### src/rtl/gups_pkg.sv
// Shared types and constants for the GUPS read-modify-write engine.
package gups_pkg;

  localparam int          LFSR_W     = 16;
  localparam logic [15:0] LFSR_TAPS  = 16'hB400;
  localparam logic [15:0] LFSR_RESET = 16'h0001;

  localparam logic MODE_INC = 1'b0;
  localparam logic MODE_XOR = 1'b1;

  typedef enum logic [2:0] {
    ST_IDLE,
    ST_GEN,
    ST_RD_REQ,
    ST_MODIFY,
    ST_WR_REQ,
    ST_DONE
  } state_t;

  // Galois right-shift step; also used combinationally to look one step ahead
  function automatic logic [LFSR_W-1:0] lfsr_next(input logic [LFSR_W-1:0] s);
    return (s >> 1) ^ (s[0] ? LFSR_TAPS : '0);
  endfunction

endpackage

### src/rtl/gups_lfsr.sv
// One 16-bit Galois LFSR lane; a zero seed is forced to the reset value so
// the register can never lock up at all-zeros.
module gups_lfsr
  import gups_pkg::*;
(
  input  logic              clk,
  input  logic              rst,
  input  logic              load,
  input  logic [LFSR_W-1:0] seed,
  input  logic              step,
  output logic [LFSR_W-1:0] value
);

  // load has priority over step; both only happen from the engine FSM
  always_ff @(posedge clk or negedge rst) begin
    if (!rst)      value <= LFSR_RESET;
    else if (load) value <= (seed == '0) ? LFSR_RESET : seed;
    else if (step) value <= lfsr_next(value);
  end

endmodule

### src/rtl/gups_rmw_engine.sv
// GUPS update engine: random address generation from concatenated LFSRs,
// then a strictly serialised read / modify / write over a req/wr/rdy port.
module gups_rmw_engine
  import gups_pkg::*;
#(
  parameter int ADDR_W   = 64,
  parameter int DATA_W   = 64,
  parameter int NUM_LFSR = 4,
  parameter int CNT_W    = 32
) (
  input  logic                       clk,
  input  logic                       rst,
  input  logic                       start,
  input  logic                       mode,
  input  logic [LFSR_W*NUM_LFSR-1:0] seed,
  input  logic [ADDR_W-1:0]          range,
  input  logic [CNT_W-1:0]           num_updates,
  output logic [ADDR_W-1:0]          addr,
  input  logic [DATA_W-1:0]          din,
  output logic [DATA_W-1:0]          dout,
  output logic                       req,
  output logic                       wr,
  input  logic                       rdy,
  output logic                       busy,
  output logic                       done,
  output logic [CNT_W-1:0]           upd_count
);

  localparam int RND_W = NUM_LFSR * LFSR_W;
  localparam int AD_W  = (ADDR_W > DATA_W) ? ADDR_W : DATA_W;
  localparam int EXT_W = (RND_W > AD_W) ? RND_W : AD_W;

  state_t state, nxt;

  logic [NUM_LFSR-1:0][LFSR_W-1:0] lfsr_q, lfsr_nx;
  logic                            lfsr_load, lfsr_step;
  logic [EXT_W-1:0]                rnd_ext, rnd_nx_ext;

  logic              mode_q;
  logic [ADDR_W-1:0] range_q;
  logic [CNT_W-1:0]  num_q;
  logic [DATA_W-1:0] rdata_q;
  logic              accept, last_upd;

  assign accept    = (state == ST_IDLE) && start;
  assign last_upd  = (upd_count + CNT_W'(1)) == num_q;
  assign lfsr_load = accept;
  assign lfsr_step = (state == ST_GEN);

  genvar g;
  generate
    for (g = 0; g < NUM_LFSR; g++) begin : g_lfsr
      gups_lfsr u_lfsr (
        .clk   (clk),
        .rst   (rst),
        .load  (lfsr_load),
        .seed  (seed[g*LFSR_W +: LFSR_W]),
        .step  (lfsr_step),
        .value (lfsr_q[g])
      );
      assign lfsr_nx[g] = lfsr_next(lfsr_q[g]);
    end
  endgenerate

  // lane 0 is the least significant slice; widen so either port width can slice it
  assign rnd_ext    = EXT_W'(lfsr_q);
  assign rnd_nx_ext = EXT_W'(lfsr_nx);

  // state register
  always_ff @(posedge clk or negedge rst) begin
    if (!rst) state <= ST_IDLE;
    else      state <= nxt;
  end

  // next-state logic; rdy only matters in the two request states
  always_comb begin
    nxt = state;
    case (state)
      ST_IDLE:   if (start) nxt = (num_updates == '0) ? ST_DONE : ST_GEN;
      ST_GEN:    nxt = ST_RD_REQ;
      ST_RD_REQ: if (rdy) nxt = ST_MODIFY;
      ST_MODIFY: nxt = ST_WR_REQ;
      ST_WR_REQ: if (rdy) nxt = last_upd ? ST_DONE : ST_GEN;
      ST_DONE:   nxt = ST_IDLE;
      default:   nxt = ST_IDLE;
    endcase
  end

  // handshake outputs decode straight from state, so reset drops req at once
  always_comb begin
    req  = 1'b0;
    wr   = 1'b0;
    busy = 1'b0;
    case (state)
      ST_GEN, ST_MODIFY: busy = 1'b1;
      ST_RD_REQ: begin req = 1'b1; busy = 1'b1; end
      ST_WR_REQ: begin req = 1'b1; wr = 1'b1; busy = 1'b1; end
      default: ;
    endcase
  end

  // datapath: run configuration, address/data registers, counter and done flag
  always_ff @(posedge clk or negedge rst) begin
    if (!rst) begin
      mode_q    <= MODE_INC;
      range_q   <= '0;
      num_q     <= '0;
      rdata_q   <= '0;
      addr      <= '0;
      dout      <= '0;
      upd_count <= '0;
      done      <= 1'b0;
    end else begin
      case (state)
        ST_IDLE: if (start) begin
          mode_q    <= mode;
          range_q   <= range;
          num_q     <= num_updates;
          upd_count <= '0;
          done      <= 1'b0;
        end
        ST_GEN:    addr <= rnd_nx_ext[ADDR_W-1:0] & range_q;
        ST_RD_REQ: if (rdy) rdata_q <= din;
        ST_MODIFY: dout <= (mode_q == MODE_XOR) ? (rdata_q ^ rnd_ext[DATA_W-1:0])
                                                : (rdata_q + DATA_W'(1));
        ST_WR_REQ: if (rdy) upd_count <= upd_count + CNT_W'(1);
        ST_DONE:   done <= 1'b1;
        default: ;
      endcase
    end
  end

endmodule

### config.mk
export PLATFORM = sky130hd
export DESIGN_NAME = gups_rmw_engine
export DESIGN_NICKNAME = d
export VERILOG_FILES = /design/src/rtl/gups_pkg.sv /design/src/rtl/gups_lfsr.sv /design/src/rtl/gups_rmw_engine.sv
export SDC_FILE = /design/constraint.sdc
export NUM_CORES = 1
export LEC_CHECK = 0
export ABC_CLOCK_PERIOD_IN_PS = 5800
export CAP_MARGIN = 25
export CORE_ASPECT_RATIO = 1.1
export CORE_MARGIN = 10
export CORE_UTILIZATION = 34
export DETAILED_ROUTE_END_ITERATION = 12
export SLEW_MARGIN = 10
export SYNTH_ARGS = -nofsm -noshare
export SYNTH_HDL_FRONTEND = slang
export SYNTH_SLANG_ARGS = --single-unit
### constraint.sdc
create_clock -name clk -period 5.8 [get_ports clk]
set_clock_uncertainty 0.05 [all_clocks]
set_input_delay 1.16 -clock clk [delete_from_list [all_inputs] [get_ports clk]]
set_output_delay 1.16 -clock clk [all_outputs]
set_load 0.01 [all_outputs]
# Yosys cells after proc, flatten, opt, wreduce, memory -nomap -nowiden
# Cells that the tools add are included.
classes:
  addsub: 2
  n_eq_ne: 9
  n_mux: 31
  bitwise_logic: 6
  reduce_logical: 17
ops:
  columns: ["cell", "count"]
  rows:
  - ["$mux 16", 16]
  - ["$add 64x1->64 const B", 1]
  - ["$and 64x64->64", 1]
  - ["$logic_not 16->1", 4]
  - ["$mux 32", 2]
  - ["$mux 64", 1]
  - ["$pmux 32 s2", 1]
  - ["$xor 15x16->16", 4]
  - ["$xor 64x64->64", 1]
  - ["$add 32x1->32 const B", 1]
  - ["$eq 32x32->1", 1]
  - ["$logic_not 32->1", 1]
  - ["$mux 3", 5]
  - ["$pmux 3 s5", 1]
  - ["$eq 3x2->1 const B", 2]
  - ["$eq 3x3->1 const B", 2]
  - ["$ne 2x2->1 const B", 3]
  - ["$reduce_and 2->1", 3]
  - ["$reduce_and 3->1", 2]
  - ["$reduce_bool 2->1", 3]
  - ["$mux 1", 4]
  - ["$reduce_or 4->1", 1]
  - ["$eq 3x1->1 const B", 1]
  - ["$logic_not 3->1", 1]
  - ["other kinds (3)", 3]
totals:
  reg_bits: 389
  in_bits: 229
  elab_cells: 78

# Longest topological paths before layout
depth:
  depth_word: 5
  depth_mapped: 10

# By module
# Synthesis repeated with hierarchy kept, for this count alone.
hier_totals:
  hier_cells: 1772
  hier_area_um2: 18585.3
modules_own_cells:
  columns: ["mod", "n_inst", "cells_per_inst", "area_each_um2"]
  rows:
  - ["gups_rmw_engine", 1, 1460, 15227.1]
  - ["gups_lfsr", 4, 78, 839.6]

# Worst setup path before layout
# OpenSTA, ideal clock, no wires.
synth_timing:
  path_kind: "input -> register"
  start: "input port rdy"
  end: "register rdata_q[37]"
  setup_time_ns: 0.125
  arrival_time_ns: 2.544
  slack_ns: 3.081
  stages: 5
  cell_sequence: "nand2b_1 -> nor3_1 -> clkbuf_1 -> clkbuf_1 -> mux2_2"
synth_via:
  elab_chain_cells: 1
synth_rtl:
  columns: ["element", "line", "text"]
  rows:
  - ["start: declaration", "gups_rmw_engine.sv:23", "input logic rdy,"]
  - ["$reduce_and 2->1 (no source line)", null, null]
  - ["end signal: assignment", "gups_rmw_engine.sv:123", "ST_RD_REQ: if (rdy) rdata_q <= din;"]
  - ["end: declaration", "gups_rmw_engine.sv:42", "logic [DATA_W-1:0] rdata_q;"]
# Every way passes these cells.
# A chain may end at the register's enable or synchronous reset.

# Worst setup path in the final report
layout_timing:
  start: "register state[1]"
  end: "output port wr"
layout_via:
  elab_chain_cells: 2
layout_rtl:
  columns: ["element", "line", "text"]
  rows:
  - ["start: declaration", "gups_rmw_engine.sv:33", "state_t state, nxt;"]
  - ["start signal: assignment", "gups_rmw_engine.sv:72", "else state <= nxt;"]
  - ["$eq 3x3->1", "gups_rmw_engine.sv:94", "case (state)"]
  - ["$mux 1", "gups_rmw_engine.sv:94", null]
  - ["end: declaration", "gups_rmw_engine.sv:22", "output logic wr,"]
# Every way passes these cells.

==> summary.txt <==
Die
  – Row count: 89
  – Die W: approximately 240 um
  – Initial core utilization: 0.342
  – Total core area: roughly 53000 um2
  – Die Y: roughly 260 um
  – I/O pin count: approximately 390
  – Die area: approximately 63000 um2

Yosys
  – Synth Register Bits: between 300 and 400
  – Adder-Cell Fraction of Synth Area: 0.00137
  – Post-synthesis xor/xnor area fraction: 0.0609
  – Dominant cell type by area after synthesis: dfrtp_1
  – Cells after Synth: 1981
  – Asr flop ratio synth: 1.00
  – Synth Area in Simple Gates: 0.230
  – Share of the synthesized area in the top cell type: 0.528
  – Top_reg_cell synth: dfrtp_1
  – Syn nets: about 2200
  – Main combinational cell family by area after synthesis: simple AND/OR/NAND/NOR gates
  – Post-synthesis mux area share: 0.0425
  – Avg Inst Size Synth: ~9.2 um2
  – Compound-Gate Fraction of Synth Area: 0.105
  – Library cells used by synthesis: 59
  – Post-synth EDFFs: 0
  – Yosys warning count: 0
  – Synth top area cells: dfrtp_1 (53%), nand2_1 (13%), o21ai_0 (3.8%)
  – Seq/Total Area, Yosys: 0.533
  – Post-Syn Area: 18300 um2

Routing
  – DRT Pass-1 Iters: 5
  – 1st-iter DRT viols: about 1200
  – Final wirelength: roughly 65 mm
  – Via count of the routed design: 15766
  – DRC viols: 0
  – Routed wire per std cell: 21.5 um
  – Vias per cell: 5.19
  – ANT nets after route: 0

Timing
  – Slew Limit Fails: 0
  – Final setup fails: 0
  – Min cycle time layout: ~3.6 ns
  – Total negative slack: 0 ns
  – Worst slew pin tran: about 0.96 ns
  – Unrepaired setup endpoints after global routing: false
  – Final Cycle Share: 0.627
  – Worst-case headroom to the max-slew limit: 0.363
  – Final worst setup slack: between 2 and 2.5 ns
  – Final Hold Viols: 0
  – Maximum clock frequency: 0.275 GHz

Worst setup path
  – Kind of critical path: register to output port
  – CP max FO: 10
  – R2R cell count: 8
  – WP buf/inv: 2
  – R2R Path Start: upd_count[0]$_DFFE_PN0P_
  – Reg2reg setup slack: roughly 2.6 ns
  – Worst endpoint data arrival time: ~2.4 ns
  – CP delay by family, top: buffers and inverters
  – CP endpoint kind: output port
  – CP peak stage delay: 0.57 ns
  – Reg2Reg Capture Point: state[2]$_DFFE_PN0P_
  – WP data required: 4.59 ns
  – Critical path's slowest cell: clkdlybuf4s50_1
  – Crit start category: register
  – Cells along the critical path: nor2_1 > nand2_1 > inv_1 > clkdlybuf4s50_1

Placed design
  – PortBufs: around 390
  – Global placer's final weighted congestion: between 0.9 and 1
  – Placed inst area: approximately 23000 um2
  – Post-DP HPWL: 48.7 mm
  – Pre-CTS WS: between 2 and 2.5 ns

GRT
  – Gr ovfl total: 0
  – Largest net degree at the start of global routing: 115
  – Initial antenna violation count: 23
  – Global-route wire length before repair: about 98 mm
  – GR Util met2: 0.309
  – Met1 GRT Util: 0.254
  – Vias in the first global route: approximately 16000
  – GRT Max-Usage Layer: met2
  – Met3 Use GR: 0.0645
  – GRT Util Overall: 0.201

Hold path
  – Hold Startpoint: addr[17]$_DFFE_PN0P_
  – WHS Endpoint: addr[17]$_DFFE_PN0P_
  – Worst min path class: register to register
  – Hold Path Depth: 2

Clock network
  – PostCTS Resize Cnt: 0
  – Clock-pin slew on the worst setup and hold paths: roughly 0.06 ns
  – Post-CTS Setup Bufs: 0
  – Number of buffers created by CTS: 43
  – CTS hold repair buffers: 0
  – H-tree Lvls: 2
  – CTS root buf: clkbuf_16
  – CTS Buffer Depth: 3
  – CTS sink count: 389
  – CTS tree: yes
  – Worst-skew pair later-pin latency: 0.57 ns

Cells and area
  – Post-layout instance area: about 24000 um2
  – Area Growth Syn to Fin: 33.3%
  – Layout cell share with drive strength beyond 1: 0.0733
  – Fill count: between 5000 and 6000
  – Nets: roughly 2500

Power
  – Cell Int Power: between 7000 and 8000 uW
  – Combinational fraction of design power: 0.363
  – Flop pwr share: 0.403
  – Pwr per Cell Area: 523 nW/um2
  – Sw Share: 0.380
  – Leakage: around 0.011 uW
  – Net Sw Power: around 4800 uW
  – Max VDD drop: around 0.22 mV
  – Clock power share: 0.234

Run status
  – Outcome: complete, no violations

Run
  – Max-cap viol count: 0
## synthesized netlist by cell type (all sizes together) (3+ instances only)
cell     count
nor3b        4
nand4       25
a221o        4
nor4        29
nor4b        4
xnor2       62
buf         14
a31oi       48
a211oi       3
or4          6
dfrtp      385
a21o         4
a21oi       37
a22oi       16
and2         7
clkbuf     107
dfstp        4
nor2b        3
nor2        98
mux2        61
nand3       78
a311oi       3
o31ai       15
nand2      625
nand2b       4
and4        16
xor2        65
o41ai        3
inv          7
and3        18
nor3        23
mux2i        9
a22o        14
o21ai      141
a32oi       16
or3          8
a2111oi      3
## per-stage QoR
step / total power, uW / utilization / cells / hold WS, ns
finish: 12700 / 0.455 / 3036 / 0.413
global route: 13600 / 0.455 / 3035 / 0.440
CTS: 12800 / 0.455 / 3027 / 0.418
detailed placement: 9830 / 0.426 / 2951 / 0.404
global placement: 9650 / 0.425 / 2949 / 0.401
floorplan: 7620 / - / 1981 / 0.396
## final cells by class
| cell class | instances | area [um2] | area share |
|---|---|---|---|
| well taps | 682 | 853 | 0.0351 |
| multi-input cells | 1464 | 8060 | 0.331 |
| repair buffers | 409 | 4110 | 0.169 |
| clock inverters | 14 | 274 | 0.0113 |
| flip-flops and latches | 389 | 9740 | 0.400 |
| clock buffers | 62 | 1260 | 0.0517 |
| inverters | 7 | 26.3 | 0.00108 |
| diodes | 9 | 22.5 | 0.000925 |
## power groups by stage
stage | clock (uW) | combinational, uW | sequential [uW]
floorplan | 0 | 2830 | 4790
global placement | 0 | 4540 | 5120
detailed placement | 0 | 4660 | 5170
CTS | 3040 | 4680 | 5120
global route | 3150 | 5160 | 5280
finish | 2980 | 4620 | 5130
## sequential cells by signal, summed over array words and instances, names as in the netlist
| name | count |
|---|---|
| rdata_q | 64 |
| dout | 64 |
| mode_q | 1 |
| addr | 64 |
| upd_count | 32 |
| state | 3 |
| done | 1 |
| g_lfsr.u_lfsr.value | 64 |
| num_q | 32 |
| range_q | 64 |
## cells in the final DEF (no fill, tap or decap), types with 23 or more instances in the layout
master	netlist	routed
xor2_1	65	65
nor2_1	96	95
o21ai_0	139	139
clkbuf_16	0	43
clkdlybuf4s50_1	0	391
mux2_2	61	61
a31oi_1	48	48
nand2_1	625	624
nor4_1	28	28
nand4_1	23	23
xnor2_1	62	62
dfrtp_1	385	384
nand3_1	78	78
a21oi_1	37	37
## logic make-up (layout without fill, tap and decap cells)
group,after synthesis,in the layout
simple gates,953,953
fa+ha+maj,2,2
buf+inv,128,492
compound gates,312,312
other cells,0,9
xor+xnor,127,127
flops,389,389
mux,70,70
## metal layers
metal / share of wire / routed length [um]
met5: 0.0029 / 189
met4: 0.038 / 2480
met3: 0.089 / 5800
met2: 0.45 / 29500
met1: 0.42 / 27200
## how the worst max path moves through the flow
stage,start,endpoint,slack [ns],depth (start not counted)
floorplan,rdy,rdata_q[37]$_DFFE_PN0P_,3.08,5
global placement,start,g_lfsr[2].u_lfsr.value[0]$_DFFE_PN1P_,2.21,6
detailed placement,start,g_lfsr[0].u_lfsr.value[12]$_DFFE_PN0P_,2.13,5
CTS,state[1]$_DFFE_PN0P_,wr,2.15,4
global route,state[1]$_DFFE_PN0P_,wr,2.04,4
finish,state[1]$_DFFE_PN0P_,wr,2.16,4
## worst register-to-register path: stages (launching register included)
cell,delay [ns]
dfrtp_1,0.48
ha_1,0.35
nand3_1,0.37
nor4_1,0.76
nand4_1,0.21
xnor2_1,0.16
nor4_1,0.27
o2111ai_1,0.17
o31ai_1,0.27
Note: power is estimated with default switching activity, not from simulation.
==> patch 1 (same settings) <==
The 6 states of `state_t` get a Gray code encoding in 3 bits.
--- a/src/rtl/gups_pkg.sv
+++ b/src/rtl/gups_pkg.sv
@@ -10,10 +10,10 @@
 
   typedef enum logic [2:0] {
-    ST_IDLE,
-    ST_GEN,
-    ST_RD_REQ,
-    ST_MODIFY,
-    ST_WR_REQ,
-    ST_DONE
+    ST_IDLE   = 3'b000,
+    ST_GEN    = 3'b001,
+    ST_RD_REQ = 3'b011,
+    ST_MODIFY = 3'b010,
+    ST_WR_REQ = 3'b110,
+    ST_DONE   = 3'b111
   } state_t;
 
Formal check against the unedited RTL: no difference found for any inputs over 4 cycles, from zero or initial values and one cycle with rst low; so few cycles prove little.
==> patch 1 against the unedited design <==
Global-route usage rose by 1.7 points; register-to-register slack got worse by 590 ps; count of clock-buffer cells in the layout increased by 5; hold slack about the same; final area grew 1.1%; area after synthesis is 1.5% higher; via count grew 3.9%; sequential cell count is the same; wire length grew 10%; worst setup slack worse by 150 ps; die area is 1.4% higher; power about the same.
==> patch 1: results (changes against the unedited design) <==
* Synth top cells by count: 650 x nand2_1, 385 x dfrtp_1, 133 x o21ai_0, 115 x nor2_1, 104 x clkbuf_1
* Fin nets at 2614 (+2.7%)
* Crit share post-route at 65.3% (+2.7 points)
* Via Count at 16400 (+3.9%)
* Dpl hpwl at 54300 um (+11%)
* CTS Buf Count at 45 (+4.7%)
* Lkg Pwr at 10.7 nW (-0.11%)
* GR Util All Layers at 21.7% (+1.7 points)
* Share of cells above drive strength 1 at 7.62% (+0.29 points)
* Largest net degree at the start of global routing at 127 (+10%)
* WL met2 at 35600 um (+21%)
* Status: finished, final reports clean
* Vias in the first global route at 16700 (+3.6%)
* DP Worst Slack at 1850 ps (-275 ps)
* Peak supply drop at 0.256 mV (+14%)
* Worst Path Max Fanout at 17 (+7)
* Slowest cell on the critical path: nor4_4
* Hold slack final at 413 ps (-0.357 ps)
* Routed met1 length at 30100 um (+11%)
* Placed Cells at 3064 (+3.8%)
* Placed instance area at 0.0231 sq mm (+1.3%)
* Detailed Route WL at 72000 um (+10%)
* Switching part of the total at 39.2% (+1.2 points)
* Router iterations before antenna repair at 7 (+2)
* Crit path max-delay family: simple AND/OR/NAND/NOR gates
* WHS Path Cells at 1 (-1)
* Post-synth net total at 2286 (+3.3%)
* Synth top area cells: dfrtp_1 52%, nand2_1 13%, mux2_2 3.9%
-- patch 1: cell count changes in the layout (fill, tap and decap cells not counted), moves of 6 or more --
cell and delta:
o21ai_0 -6, a32oi_1 -11, a31oi_1 +12, nand2_1 +24, xnor2_1 +14, and3_1 +7, a21oi_1 +6, nor2_1 +17
xor2_1 -24, nand3_1 +16
-- patch 1: area by class of cell --
class,instances,area (sq um)
Fill cell,5205,29200
Sequential cell,389,9740
Multi-Input combinational cell,1526,8270
Timing Repair Buffer,410,4130
Clock buffer,67,1320
Tap cell,728,911
Clock inverter,11,175
Inverter,11,41.3
Antenna cell,9,22.5
-- patch 1: kinds of logic (layout without fill, tap and decap cells) --
kind of cell / Yosys count / after routing / share of synthesized area [%]
simple gates: 1020 / 1020 / 24.2
flops: 389 / 389 / 52.5
compound gates: 319 / 319 / 10.5
buf+inv: 140 / 499 / 3.04
xor+xnor: 117 / 117 / 5.53
mux: 68 / 68 / 4.10
fa+ha+maj: 2 / 2 / 0.135
other cells: 0 / 9 / 0
-- patch 1: path summary, 6_finish.rpt --
check                                               end                     start
worst max-delay path               state[2]$_DFFE_PN0P_  upd_count[2]$_DFFE_PN0P_
worst min-delay path               addr[42]$_DFFE_PN0P_   range_q[42]$_DFFE_PN0P_
worst max register to register     state[2]$_DFFE_PN0P_  upd_count[2]$_DFFE_PN0P_
worst min register to register     addr[42]$_DFFE_PN0P_   range_q[42]$_DFFE_PN0P_
max in group asynchronous            mode_q$_DFFE_PN0P_                       rst
min in group asynchronous       range_q[21]$_DFFE_PN0P_                       rst
-- patch 1: layer usage --
metal  vias to the layer above  global-route usage [%]
li1                       7683                       -
met2                       504                    37.2
met3                       106                    5.53
met1                      8056                    27.2
met5                         -                       0
met4                        30                    4.92
==> patch 2 (config.mk and constraints unchanged) <==
Without the edit above. The parameter `CNT_W` goes from 32 to 40.
--- a/src/rtl/gups_rmw_engine.sv
+++ b/src/rtl/gups_rmw_engine.sv
@@ -7,5 +7,5 @@
   parameter int DATA_W   = 64,
   parameter int NUM_LFSR = 4,
-  parameter int CNT_W    = 32
+  parameter int CNT_W    = 40
 ) (
   input  logic                       clk,
Interface: changed (resized num_updates and upd_count); port bits go from 393 to 409. No check against the original RTL was run, so the function may have changed too.
==> patch 2 against the unedited design <==
Power rose by 2.0%; worst setup slack improved by 60 ps; area after synthesis rose by 4.8%; final area rose by 4.7%; fmax rose by 1.7%; final cell count rose by 6.8%; combinational power rose by 3%; wire length rose by 6.1%; synthesized cell count rose by 6.1%; sequential cell count rose by 16; critical endpoint is now state[2]$_DFFE_PN0P_; largest power group unchanged.
==> patch 2: results (changes against the unedited design) <==
* Status: finished, final reports clean
* Initial DRC Count at 1370 (+17%)
* Post-synth net total at 2340 (+5.8%)
* Largest net degree at the start of global routing at 128 (+11%)
* Netlist cell types at 56 (-5.1%)
* Sequential area share after synthesis at 53.0% (-0.33 points)
* Mapped Avg Cell Area at 9.11 sq um (-1.2%)
* Vias in the first global route at 16800 (+4.0%)
* CTS Buf Count at 46 (+7.0%)
* Worst Path Max Fanout at 29 (+19)
* Final std cells w/o fill at 3242 (+6.8%)
* GR Util All Layers at 20.2% (+0.17 points)
* Synth top cells by count: 664 x nand2_1, 401 x dfrtp_1, 160 x o21ai_0, 108 x clkbuf_1, 107 x nor2_1
* Peak supply drop at 0.253 mV (+13%)
* Slew @ Worst Pin at 987 ps (+31.2 ps)
* Crit path DAT at 4010 ps (+1580 ps)
* Clk_lat worst skew at 600 ps (+30 ps)
* Mux cell area share after synthesis at 4.65% (+0.39 points)
* P_sw at 4.99 mW (+3.2%)
* Lkg Pwr at 11.2 nW (+4.9%)
* Synth top area cells: dfrtp_1 52%, nand2_1 13%, o21ai_0 4.2%
* Detailed Route WL at 69200 um (+6.1%)
* Yosys warnings at 0 (unchanged)
* Gpl congestion at 0.930 (+0.82%)
* Dpl hpwl at 51000 um (+4.6%)
* First-pass GRT wire length at 104000 um (+5.8%)
* Number of port buffers at 408 (+4.1%)
* Critical Path Start: rdy
* Via Count at 16700 (+5.9%)
* Delay of the slowest cell on the worst path at 540 ps (-30 ps)
* Router iterations before antenna repair at 6 (+1)
* Hold Crit Start: addr[40]$_DFFE_PN0P_
* Initial antenna violation count at 12 (-48%)
* Fin nets at 2694 (+5.9%)
* Share of cells above drive strength 1 at 7.30% (-0.034 points)
* Adder-cell area share of the yosys netlist at 0.131% (-0.0062 points)
* Crit path max-delay family: simple AND/OR/NAND/NOR gates
* Xor/xnor share of the synthesized area at 6.41% (+0.32 points)
* Synth Area in Compound Gates at 10.3% (-0.15 points)
patch 2: cell types whose count changed after synthesis, sizes merged, moves of 10 or more:
| cell | change |
|---|---|
| a32oi | +11 |
| dfrtp | +16 |
| nand2 | +39 |
| nor2 | +10 |
| o21ai | +19 |
patch 2: layout make-up:
class                           instances  area, sq um
Clock inverter                         17          189
Tap cell                              744          931
Antenna cell                            5         12.5
Clock buffer                           69         1360
Timing Repair Buffer                  430         4320
Multi-Input combinational cell       1561         8490
Fill cell                            5351        30400
Inverter                               11         41.3
Sequential cell                       405        10100
patch 2: logic make-up after synthesis:
group / count (synthesis)
compound gates: 327
xor+xnor: 140
fa+ha+maj: 2
buf+inv: 135
flops: 405
mux: 81
simple gates: 1011
patch 2: worst paths after layout:
check | endpoint | slack [ps] | cells after the start
worst max-delay path | state[2]$_DFFE_PN0P_ | 2220 | 9
worst min-delay path | addr[40]$_DFFE_PN0P_ | 410 | 2
worst max register to register | state[2]$_DFFE_PN0P_ | 2350 | 9
worst min register to register | addr[40]$_DFFE_PN0P_ | 410 | 2
max in group asynchronous | g_lfsr[3].u_lfsr.value[4]$_DFFE_PN0P_ | 3780 | 2
min in group asynchronous | dout[60]$_DFFE_PN0P_ | 550 | 1
patch 2: per-stage QoR:
step | power (mW) | utilization, % | worst slack [ps] | hold WS (ps) | cell area, sq um
after floorplan | 7.81 | - | 2600 | 396 | 19100
after global placement | 9.94 | 42.8 | 1640 | 403 | 23900
after detailed placement | 10.1 | 42.8 | 1660 | 406 | 23900
after CTS | 13.1 | 45.5 | 2230 | 419 | 25400
after global routing | 13.9 | 45.6 | 2040 | 435 | 25500
final | 13.0 | 45.6 | 2220 | 414 | 25500
patch 2: power by group through the flow:
| stage | combinational (mW) | clock [mW] | sequential, mW |
|---|---|---|---|
| 6_report | 4.78 | 2.97 | 5.23 |
| 5_1_grt | 5.31 | 3.16 | 5.39 |
| 4_1_cts | 4.83 | 3.05 | 5.22 |
| 3_5_place_dp | 4.81 | 0 | 5.27 |
| 3_3_place_gp | 4.72 | 0 | 5.22 |
| 2_1_floorplan | 2.84 | 0 | 4.97 |
patch 2: tightest hold or removal path: stages, from the launching register on:
cell and delay (ps):
dfrtp_1 340, nand2_1 50, nand2_1 50
patch 2: metal layers:
layer | track usage [%] | part of all wire, %
met1 | 26.2 | 42
met2 | 32.6 | 47
met3 | 5.55 | 8.2
met4 | 5.76 | 2.4
met5 | 0 | 0.15
